<file path="src/rtl/ram_arbiter.sv">
// Two-port req/ack arbiter sequencing accesses to a single-ported RAM with a registered read.
// Optional macro RAM_ARBITER_ROUND_ROBIN_EN selects round-robin arbitration; fixed priority to A otherwise.
module ram_arbiter #(
    parameter int ADDR_WIDTH = 10,
    parameter int DATA_WIDTH = 8
) (
    input  logic                  clk,
    input  logic                  reset,
    input  logic                  a_req,
    input  logic                  a_write,
    input  logic [ADDR_WIDTH-1:0] a_address,
    input  logic [DATA_WIDTH-1:0] a_data_in,
    output logic [DATA_WIDTH-1:0] a_data_out,
    output logic                  a_ack,
    input  logic                  b_req,
    input  logic                  b_write,
    input  logic [ADDR_WIDTH-1:0] b_address,
    input  logic [DATA_WIDTH-1:0] b_data_in,
    output logic [DATA_WIDTH-1:0] b_data_out,
    output logic                  b_ack,
    output logic [ADDR_WIDTH-1:0] ram_address,
    output logic [DATA_WIDTH-1:0] ram_data_in,
    output logic                  ram_write_enable,
    input  logic [DATA_WIDTH-1:0] ram_data_out,
    output logic                  busy,
    output logic                  grant_b
);

    typedef enum logic [1:0] {IDLE, ISSUE, CAPTURE, DONE} state_t;

    state_t                  state_reg, state_next;
    logic [ADDR_WIDTH-1:0]   addr_reg;
    logic [DATA_WIDTH-1:0]   data_reg;
    logic                    write_reg;
    logic                    grant_b_reg;
    logic [DATA_WIDTH-1:0]   a_data_out_reg;
    logic [DATA_WIDTH-1:0]   b_data_out_reg;
    logic                    any_req;
    logic                    win_b;

    assign any_req = a_req | b_req;

`ifdef RAM_ARBITER_ROUND_ROBIN_EN
    // Tracks the previous winner; starts at B so that A takes the first tie.
    logic last_b_reg;

    always_ff @(posedge clk or posedge reset) begin
        if (reset) begin
            last_b_reg <= 1'b1;
        end else if (state_reg == IDLE && any_req) begin
            last_b_reg <= win_b;
        end
    end

    assign win_b = b_req && (!a_req || !last_b_reg);
`else
    assign win_b = !a_req;
`endif

    // State register
    always_ff @(posedge clk or posedge reset) begin
        if (reset) begin
            state_reg <= IDLE;
        end else begin
            state_reg <= state_next;
        end
    end

    // Next-state logic
    always_comb begin
        state_next = state_reg;
        case (state_reg)
            IDLE:    if (any_req) state_next = ISSUE;
            ISSUE:   state_next = CAPTURE;
            CAPTURE: state_next = DONE;
            DONE:    state_next = IDLE;
            default: state_next = IDLE;
        endcase
    end

    // Request latch and read-data capture
    always_ff @(posedge clk or posedge reset) begin
        if (reset) begin
            addr_reg       <= '0;
            data_reg       <= '0;
            write_reg      <= 1'b0;
            grant_b_reg    <= 1'b0;
            a_data_out_reg <= '0;
            b_data_out_reg <= '0;
        end else begin
            if (state_reg == IDLE && any_req) begin
                addr_reg    <= win_b ? b_address : a_address;
                data_reg    <= win_b ? b_data_in : a_data_in;
                write_reg   <= win_b ? b_write   : a_write;
                grant_b_reg <= win_b;
            end
            // The RAM's registered read is valid during CAPTURE only.
            if (state_reg == CAPTURE && !write_reg) begin
                if (grant_b_reg) begin
                    b_data_out_reg <= ram_data_out;
                end else begin
                    a_data_out_reg <= ram_data_out;
                end
            end
        end
    end

    // Outputs decode from registered state only, so acks never follow req combinationally.
    always_comb begin
        busy             = (state_reg != IDLE);
        ram_write_enable = (state_reg == ISSUE) && write_reg;
        a_ack            = (state_reg == DONE) && !grant_b_reg;
        b_ack            = (state_reg == DONE) && grant_b_reg;
    end

    assign ram_address = addr_reg;
    assign ram_data_in = data_reg;
    assign grant_b     = grant_b_reg;
    assign a_data_out  = a_data_out_reg;
    assign b_data_out  = b_data_out_reg;

endmodule

</file>
<file path="config.mk">
export PLATFORM = sky130hd
export DESIGN_NAME = ram_arbiter
export DESIGN_NICKNAME = d
export VERILOG_FILES = /design/src/rtl/ram_arbiter.sv
export SDC_FILE = /design/constraint.sdc
export NUM_CORES = 1
export LEC_CHECK = 0
export ABC_AREA = 1
export BUFFER_PORTS_ARGS = -buffer_cell sky130_fd_sc_hd__buf_2
export CAP_MARGIN = 40
export CORE_MARGIN = 2
export CORE_UTILIZATION = 25
export CTS_CLUSTER_SIZE = 20
export DETAILED_ROUTE_END_ITERATION = 6
export PLACE_DENSITY = 0.58
export SYNTH_ARGS = -nofsm -noshare
export SYNTH_HDL_FRONTEND = slang
export SYNTH_SLANG_ARGS = --single-unit
</file>
<file path="constraint.sdc">
create_clock -name clk -period 1.6 [get_ports clk]
set_input_delay 0 -clock clk [delete_from_list [all_inputs] [get_ports clk]]
set_output_delay 0 -clock clk [all_outputs]
set_load 0.02 [all_outputs]
</file>
==> metrics.md <==
| Metric | Value |
|---|---|
| PortBufs | `88` |
| Post-DR vias/cell | `4.07` |
| Most common cell in the netlist | `nand2_1` |
| HPWL after detailed placement | `3580 um` |
| Netlist cell types | `18` |
| Slew headroom | `64.0%` |
| Post-synth top cells | `nand2_1, dfrtp_1, nand2_2` |
| Worst vdd ir | `0.476 mV` |
| Slew Limit Fails | `0` |
| Mean Syn Cell Area | `7.90 um^2` |
| Top cell type by total area after synthesis | `dfrtp_1` |
| Max-cap violations | `0` |
| Worst Hold Class | `in -> reg` |
| Core Region | `7610 um^2` |
| Leak | `1.58 nW` |
| GRT overflow | `0` |
| Seq/Total Area, Yosys | `49.4%` |
| DRT Pass-1 Iters | `6` |
| Routed len/inst | `11.0 um` |
| Row count | `32` |
| Cts bufs inserted | `5` |
| Status | `completed` |
| Share of cells above drive strength 1 | `36.8%` |
| Min Tclk post-route | `1.44 ns` |
| Crit path kind | `reg -> out` |
| Number of buffers on the longest clock path | `2` |
| Main flop type after synthesis | `dfrtp_1` |
| Post-synth top area share | `49.4%` |
| Ys Warns | `0` |
| Detailed-route via count | `1843` |
| RSZ-0062 raised after global routing | `false` |
| CTS tree | `yes` |
| Number of global-route vias before repair | `1794` |
| WP data required | `1.60 ns` |
| Setup tns final | `0 ns` |
| Ys async rst share | `100%` |
| Worst setup EP type | `output pin` |
| Clock insertion delay at the later pin of the skew report | `0.29 ns` |
| Cell count after synthesis | `244` |
| Synthesized area | `1930 um^2` |
| DRC | `0` |
| Dpl ws | `0.107 ns` |
| Final hold violation count | `0` |
| 1st-iter DRT viols | `48` |
| Period Utilization, post-route | `89.9%` |
| Die width | `91.8 um` |
| Placer Congestion | `0.774` |
| Yosys reg bits | `38` |
| Area of the multi-input gates | `865 um^2` |
| Die ar. | `8430 um^2` |
| Syn-to-layout area delta | `41.6%` |
| Ant diodes | `0` |
| Synth area leaders | `dfrtp_1, nand2_1, nand2_2` |
| Worst-path clk slew | `0.07 ns` |
| Power per cell area | `1800 nW/um^2` |
| Root Driver | `clkbuf_8` |
| Die Y | `91.8 um` |
| Worst clock skew | `0.00493 ns` |
| Initial antenna violation count | `0` |
| Setup-failing EPs final | `0` |
| Actual slew at the worst max-slew pin | `0.538 ns` |
| CTS sink count | `38` |
| Final nets | `404` |
| Worst-path maximum fanout | `7` |
| First-pass GRT wire length | `8310 um` |
| Final WS setup | `0.161 ns` |
| Routed WL | `4980 um` |
| Sequential cell area | `951 um^2` |
| Routed Antenna Nets | `0` |
| Net Count, Synth | `298` |
| Arr. time, crit path | `1.44 ns` |
| Max reg flops | `10` |
| Fillers | `843` |
| I/O pins | `89` |
| # H-tree levels | `2` |
| Post-synth EDFFs | `0` |
| Largest net degree at the start of global routing | `39` |
| Startpoint Class | `flop` |
| GRT Util Overall | `12.4%` |
| Max Clock Freq | `695 MHz` |
| Starting Density | `25.3%` |
==> repair_timing <==
item | CTS | global route
endpoints found under the setup margin | 0 | 15
hold buffers | 15 | 0
endpoints found under the hold margin | 53 | 0
buffers inserted | 0 | 2
gates resized for setup | 0 | 1
==> worst max-delay path, cell delays in order, from the launching register on <==
cell     delay, ns
dfrtp_1       0.42
inv_1         0.10
ha_1          0.33
inv_2         0.12
buf_2         0.18
==> report_power, final <==
group	switching [mW]	total (mW)	internal, mW
clock	0.322	0.670	0.347
combinational	1.64	2.53	0.884
sequential	0.275	1.71	1.43
total	2.24	4.90	2.66
==> layer usage <==
layer | GRT usage [%] | up-vias | share of wire, %
li1 | - | 966 | -
met2 | 21.1 | 66 | 48
met4 | 3.73 | 0 | 1.4
met5 | 0 | - | 0
met1 | 15.3 | 803 | 45
met3 | 3.37 | 8 | 6.3
==> per-stage QoR <==
| stage | std cells | util (%) | hold WS (ns) | power [mW] | instance area, um^2 |
|---|---|---|---|---|---|
| 5_1_grt | 453 | 35.9 | 0.00797 | 5.30 | 2730 |
| 6_report | 453 | 35.9 | 0.000864 | 4.90 | 2730 |
| 3_3_place_gp | 428 | 32.2 | 0.151 | 4.12 | 2450 |
| 4_1_cts | 451 | 35.4 | 0.000189 | 4.90 | 2690 |
| 2_1_floorplan | 244 | - | 0.146 | 3.39 | 1930 |
| 3_5_place_dp | 428 | 32.2 | 0.162 | 4.18 | 2450 |
==> placed cells by master, fill, tap and decap left out, drive strengths merged <==
cell type    Yosys  layout
clkbuf           1       7
or2              1       1
nand3            5       5
nand2          155     155
dfrtp           38      38
o21ai            1       1
buf             10      95
ha               4       4
inv             10      10
clkinv           0       1
dlygate4sd3      0      15
nor2             3       3
nand4           16      16
==> area by class of cell <==
class / instances / area share, %
clock buffer: 7 / 3.17
clock inverter: 1 / 0.183
inverter: 10 / 1.38
multi-input combinational: 185 / 31.7
sequential: 38 / 34.9
tap: 102 / 4.68
timing repair buffer: 110 / 24.0
==> cell families after synthesis <==
kind of cell | Yosys count | share of synthesized area [%]
compound gates | 1 | 0.259
fa+ha+maj | 4 | 2.60
buf+inv | 21 | 6.36
flops | 38 | 49.4
simple gates | 180 | 41.4
==> worst paths after layout <==
check | from | cells past startpoint | slack (ns) | to
worst max-delay path | state_reg[0] | 4 | 0.16 | busy
worst min-delay path | ram_data_out[4] | 3 | 0.0009 | b_data_out[4]
worst max register to register | state_reg[0] | 7 | 0.18 | ram_address[1]
worst min register to register | a_data_out[2] | 2 | 0.47 | a_data_out[2]
max in group asynchronous | reset | 4 | 0.90 | state_reg[0]
min in group asynchronous | reset | 4 | 0.37 | ram_address[0]
(Power assumes the default switching activity.)
